===== src/rtl/verificador_porta_logica.sv =====
// Vector sequencer that checks an N-input combinational gate against a truth table.
// Walks every input combination, counts mismatches and reports pass/fail with start/done.
module verificador_porta_logica #(
  parameter int unsigned                  N_ENTRADAS = 2,
  parameter logic [2**N_ENTRADAS-1:0]     TABELA     = 4'b1000,
  parameter int unsigned                  ESPERA     = 1
) (
  input  logic                  Clock,
  input  logic                  Resetn,
  input  logic                  iniciar,
  input  logic                  saida_porta,
  output logic [N_ENTRADAS-1:0] entradas,
  output logic                  ocupado,
  output logic                  concluido,
  output logic                  passou,
  output logic [N_ENTRADAS:0]   erros,
  output logic [N_ENTRADAS-1:0] primeiro_erro
);

  localparam logic [1:0] S_OCIOSO  = 2'd0;
  localparam logic [1:0] S_ESPERA  = 2'd1;
  localparam logic [1:0] S_COMPARA = 2'd2;
  localparam logic [1:0] S_FIM     = 2'd3;

  localparam int unsigned CW = (ESPERA > 1) ? $clog2(ESPERA) : 1;

  localparam logic [CW-1:0]         CONT_MAX = CW'(ESPERA - 1);
  localparam logic [CW-1:0]         CONT_UM  = CW'(1);
  localparam logic [N_ENTRADAS-1:0] ENT_UM   = N_ENTRADAS'(1);
  localparam logic [N_ENTRADAS-1:0] ULTIMO   = '1;
  localparam logic [N_ENTRADAS:0]   ERR_UM   = (N_ENTRADAS + 1)'(1);

  logic [1:0]            r_estado;
  logic [CW-1:0]         r_cont;
  logic [N_ENTRADAS-1:0] r_entradas;
  logic                  r_ocupado;
  logic                  r_concluido;
  logic                  r_passou;
  logic [N_ENTRADAS:0]   r_erros;
  logic [N_ENTRADAS-1:0] r_primeiro;
  logic                  w_esperado;

  assign w_esperado = TABELA[r_entradas];

  always_ff @(posedge Clock) begin
    if (!Resetn) begin
      r_estado    <= S_OCIOSO;
      r_cont      <= '0;
      r_entradas  <= '0;
      r_ocupado   <= 1'b0;
      r_concluido <= 1'b0;
      r_passou    <= 1'b0;
      r_erros     <= '0;
      r_primeiro  <= '0;
    end else begin
      r_concluido <= 1'b0;
      case (r_estado)
        S_OCIOSO: begin
          if (iniciar) begin
            r_entradas <= '0;
            r_erros    <= '0;
            r_passou   <= 1'b0;
            r_primeiro <= '0;
            r_ocupado  <= 1'b1;
            r_cont     <= '0;
            r_estado   <= S_ESPERA;
          end
        end
        S_ESPERA: begin
          if (r_cont == CONT_MAX) begin
            r_estado <= S_COMPARA;
          end else begin
            r_cont <= r_cont + CONT_UM;
          end
        end
        S_COMPARA: begin
          // Written as if/else so an X on saida_porta falls into the mismatch branch.
          if (saida_porta == w_esperado) begin
            r_erros <= r_erros;
          end else begin
            r_erros <= r_erros + ERR_UM;
            if (r_erros == '0) begin
              r_primeiro <= r_entradas;
            end
          end
          if (r_entradas == ULTIMO) begin
            r_estado <= S_FIM;
          end else begin
            r_entradas <= r_entradas + ENT_UM;
            r_cont     <= '0;
            r_estado   <= S_ESPERA;
          end
        end
        S_FIM: begin
          r_concluido <= 1'b1;
          r_ocupado   <= 1'b0;
          r_passou    <= (r_erros == '0);
          r_estado    <= S_OCIOSO;
        end
        default: r_estado <= S_OCIOSO;
      endcase
    end
  end

  assign entradas      = r_entradas;
  assign ocupado       = r_ocupado;
  assign concluido     = r_concluido;
  assign passou        = r_passou;
  assign erros         = r_erros;
  assign primeiro_erro = r_primeiro;

endmodule


===== config.mk =====
export PLATFORM = sky130hd
export DESIGN_NAME = verificador_porta_logica
export DESIGN_NICKNAME = d
export VERILOG_FILES = /design/src/rtl/verificador_porta_logica.sv
export SDC_FILE = /design/constraint.sdc
export NUM_CORES = 1
export LEC_CHECK = 0
export CORE_MARGIN = 8
export CORE_UTILIZATION = 47
export DETAILED_ROUTE_END_ITERATION = 8
export GPL_TIMING_DRIVEN = 0
export PLACE_DENSITY_LB_ADDON = 0.05
export SKIP_LAST_GASP = 1
export SYNTH_ARGS = -nofsm -noshare
export SYNTH_HDL_FRONTEND = slang
export SYNTH_SLANG_ARGS = --single-unit

===== constraint.sdc =====
create_clock -name Clock -period 1.7 [get_ports Clock]
set_input_delay 0.255 -clock Clock [delete_from_list [all_inputs] [get_ports Clock]]
set_output_delay 0.255 -clock Clock [all_outputs]
set_load 0.02 [all_outputs]

Yosys cells after proc, flatten, opt, wreduce, memory -nomap -nowiden. Index checks and enable logic that the tools add are counted.

Add/sub/neg operators: 3. Magnitude comparators: 1. Equality and inequality tests: 10. Muxes and demuxes: 23. Reduce and logical (&&, ||, !) cells: 11.

Operator list (count): 2-to-1 mux 2 bit (7); != test 2 bit, second input constant (5); AND reduction 3 bit (3); one-hot mux 2 bit (2 select lines) (2); one-hot mux 2 bit (4 select lines) (1); == test 2 bit, second input constant (3); 2-to-1 mux 1 bit (6); 2-to-1 mux 3 bit (2); one-hot mux 3 bit (2 select lines) (1); one-hot mux 1 bit (2 select lines) (2); AND reduction 2 bit (2); AND reduction 4 bit (1); nonzero test 2 bit (2); adder 3 x 1 -> 3 bit, second input constant (1); logical NOT 3 bit (1); less-than comparator 2 x 3 -> 1 bit, second input constant (1); one-hot mux 1 bit (3 select lines) (1); nonzero test 3 bit (1); adder 2 x 1 -> 2 bit, second input constant (1); binary-select mux 1 bit (select 2 bit) (1); == test 2 x 1 -> 1 bit, second input constant (1); logical NOT 2 bit (1); adder 1 bit, second input constant (1); == test 1 bit (1).

Register bits after elaboration: 13. Bits of input ports: 4. Output and inout port bits: 10. Logic and storage cells: 56.

Logic depth before layout (Yosys ltp).
Depth after elaboration: 5. Gate-level depth with buffers: 5. Mapped depth without buffers: 5.

Least setup slack after synthesis. OpenSTA, ideal clock, no wires.

Path kind: register -> register. From: register r_entradas[0] (netlist: entradas[0]). To: register r_primeiro[0] (netlist: primeiro_erro[0]). Data arrival time: 1302 ps. Slack: 327 ps. Stages on the path, launching flop included: 6. Path buffers: 1. Clock period less this slack: 1373 ps. Cell sequence: dfxtp_1 > ha_1 > buf_6 > xnor2_2 > nor3b_4 > mux2i_1.

Word-level cells in the longest chain between the ends: 5. Elaborated cells between the ends (all ways): 8. Those cells by class: eq/ne: 2; mux: 5; reduce/logical: 1.

RTL lines: start: declaration (line 35) `logic [N_ENTRADAS-1:0] r_entradas;`; start signal: assignment (line 89) `r_entradas <= r_entradas + ENT_UM;`; binary-select mux 1 bit (select 2 bit) (line 43) `assign w_esperado = TABELA[r_entradas];`; 2-to-1 mux 1 bit (implied by the code) (line 43); == test 1 bit (line 78) `if (saida_porta == w_esperado) begin`; != test 2 bit (no source line); AND reduction 4 bit (no source line); end signal: assignment (line 83) `r_primeiro <= r_entradas;`; end: declaration (line 40) `logic [N_ENTRADAS-1:0] r_primeiro;`.

Several ways; a longest one is shown, not always the timed one. The select of a mux whose other input is x is not followed. A chain may end at the register's enable or synchronous reset.

Worst setup path after layout.
From: register r_entradas[0] (netlist: entradas[0]). To: output port entradas[0].

RTL lines: end: declaration (line 12) `output logic [N_ENTRADAS-1:0] entradas,`.

No word-level cell between the ends.

==> flow_metrics.py <==
metrics = {
    "final_layout": {
        "final_layout_size_suffix_gt1_share_pct": 14.1,
        "nets": 93,
        "n_antenna_cell": 0,
        "final_cell_mix": "dfxtp_1, clkdlybuf4s50_1, nand2_1",
        "fill_cells": 126,
        "syn_to_final_growth_pct": 27.7,
    },
    "logic_synthesis": {
        "synth_edf_count": 0,
        "yosysUniqueCellTypes": 31,
        "ys_async_sr_fraction_pct": 0,
        "yosysWarnings": 0,
        "synth_top_area_share_pct": 37.9,
        "synth_area_leaders": "dfxtp_1, ha_1, a21oi_1",
        "ys_ff_latch": 12,
        "syn_area_um2": 633,
        "postSynthCellCount": 69,
        "synth_fp_nets": 76,
        "ys.flop_type": "dfxtp_1",
        "synth_area_per_cell_um2": 9.18,
        "synth_area_leader_cell": "dfxtp_1",
        "ys_seq_area_share_pct": 37.9,
    },
    "worst_setup_path": {
        "worst_ep_required_time_ns": 1.44,
        "critPathBufInv": 1,
        "path_max_fanout": 6,
        "worstPathArrival_ns": 1.33,
        "critPathKind": "flip-flop to output pin",
        "crit-reg2reg-launch": "entradas[0]$_SDFFE_PN0P_",
        "end_kind": "output pin",
        "path_cells": "clkdlybuf4s50_1",
        "slowest_delay_ns": 0.64,
        "critPathSlowestCell": "clkdlybuf4s50_1",
        "path_delay_family": "buffers and inverters",
        "worstSetupStartpoint": "entradas[0]$_SDFFE_PN0P_",
        "start_kind": "flip-flop",
    },
    "global_route": {
        "grt_pass1_wl_um": 2110,
        "grt.overflow.total": 0,
        "grt_pass1_vias": 466,
        "grt_use_total_pct": 10.3,
        "antenna_found_initial": 0,
        "grt_max_degree": 11,
    },
    "pwr": {
        "total_leakage_power_uw": 0.000315,
        "p_comb_share_pct": 13.3,
        "p_int_uw": 456,
        "ir_worst_vdd_mv": 0.393,
        "fin_total_pwr_uw": 603,
        "powerDensity_nw_per_um2": 746,
        "swShare_pct": 24.4,
        "switching_power_uw": 147,
        "p_clk_share_pct": 37.8,
        "power_frac_seq_pct": 48.8,
    },
    "sta": {
        "rsz0062_at_grt": "no",
        "setup_violations": 0,
        "max_freq_mhz": 629,
        "tightest_slew_ns": 0.470,
        "slew_violations": 0,
        "fin_crit_ns": 1.59,
        "relSlewSlack_pct": 68.6,
        "finClkSkew_ns": 0.00561,
        "period_share_pct": 93.5,
        "fin_tns_setup_ns": 0,
        "hold_viol_final": 0,
    },
    "cts": {
        "post_cts_buffers": 0,
        "cts_tree": "built",
        "cts_buffer_depth": 2,
        "cts_hold_buf": 0,
        "root_buffer": "clkbuf_4",
        "cts_resized": 0,
        "clk_pin_slew_ns": 0.08,
        "h-tree-depth": 1,
        "numCtsBuffers": 3,
        "clock-sinks": 12,
        "clk_latency_ns": 0.28,
    },
    "detailed_routing": {
        "wire_per_inst_um": 12.4,
        "ant_nets": 0,
        "vias_per_cell": 5.19,
        "initialDrtViolationCount": 2,
        "drc": 0,
        "drt_pass1_iterations": 4,
        "vias": 519,
        "totalWireLength_um": 1240,
    },
    "placement": {
        "dp.final_hpwl_um": 924,
        "routabilityCongestion": 0.720,
        "portBuffers": 12,
    },
    "hold_path": {
        "min-delay-start": "Resetn",
        "hold_class": "input pin to flip-flop",
    },
    "floorplanning": {
        "die_h_um": 52.7,
        "rows": 13,
        "num_io_pins": 14,
        "die_x_um": 52.7,
        "start_util_pct": 49.3,
        "die_area_um2": 2780,
        "core_area_um2": 1280,
    },
    "flow_run": {
        "cap_violations": 0,
    },
    "run_status": {
        "outcome": "finished clean",
    },
}
## routing by layer
layer | vias up | wire [um] | GRT usage [%]
li1 | 271 | - | -
met1 | 230 | 565 | 11.9
met2 | 13 | 547 | 14.8
met3 | 5 | 105 | 5.68
met4 | 0 | 25 | 5.17
met5 | - | 0 | 0
## power by group through the flow
stage	Combinational [uW]	Sequential (uW)	Clock, uW
after floorplan	48.9	307	0
after global placement	80.4	301	0
after detailed placement	81.5	301	0
after CTS	81.8	294	237
after global routing	87.9	296	253
final	80.4	294	228
## final timing paths
check / end / slack [ns] / depth (start not counted)
min: ocupado$_SDFFE_PN0P_ / 0.29 / 2
min reg2reg: primeiro_erro[1]$_SDFFE_PN0P_ / 0.47 / 2
max reg2reg: primeiro_erro[0]$_SDFFE_PN0P_ / 0.31 / 5
max: entradas[0] / 0.11 / 1
## through the flow
| step | instance area [um^2] | std cells | setup slack [ns] | hold WS [ns] | util, % |
|---|---|---|---|---|---|
| finish | 808 | 100 | 0.110 | 0.291 | 62.9 |
| global route | 808 | 100 | 0.0273 | 0.285 | 62.9 |
| CTS | 808 | 100 | 0.0877 | 0.285 | 62.9 |
| detailed placement | 772 | 96 | 0.174 | 0.464 | 60.1 |
| global placement | 772 | 96 | 0.187 | 0.455 | 60.1 |
| floorplan | 633 | 69 | 0.327 | 0.480 | - |
## area by class of cell
type / instances / area [um^2] / area share, %
plain buffers: 4 / 35.0 / 4.33
clock buffers: 4 / 36.3 / 4.49
inverters: 4 / 15.0 / 1.86
multi-input cells: 49 / 343 / 42.4
flip-flops and latches: 12 / 240 / 29.7
well taps: 15 / 18.8 / 2.32
repair buffers: 12 / 120 / 14.9
## worst reg2reg max path, stage by stage, from the launching register on
cell	delay, ns
dfxtp_1	0.36
ha_1	0.22
buf_6	0.13
xnor2_2	0.17
nor3b_4	0.24
mux2i_1	0.20
## synth_stat cells (2+ instances only)
cell and n:
a21oi_1 6, and2_1 2, buf_6 2, dfxtp_1 12, ha_1 3, inv_1 4
mux2i_1 3, nand2_1 7, nand2b_1 2, nand3_1 3, nor2_1 3, o21ai_0 3
## flip-flops by register name (all words and copies together), names as in the netlist
register and cells:
concluido 1, r_estado 2, entradas 2, passou 1, ocupado 1, erros 3, primeiro_erro 2
## logic make-up after synthesis
family	after synthesis	share of synthesized area, %
compound gates	16	16.4
xor+xnor	2	3.95
fa+ha+maj	3	5.93
buf+inv	8	7.90
flops	12	37.9
mux	3	4.74
simple gates	25	23.1
No activity file was read; power rests on OpenSTA's default activity.
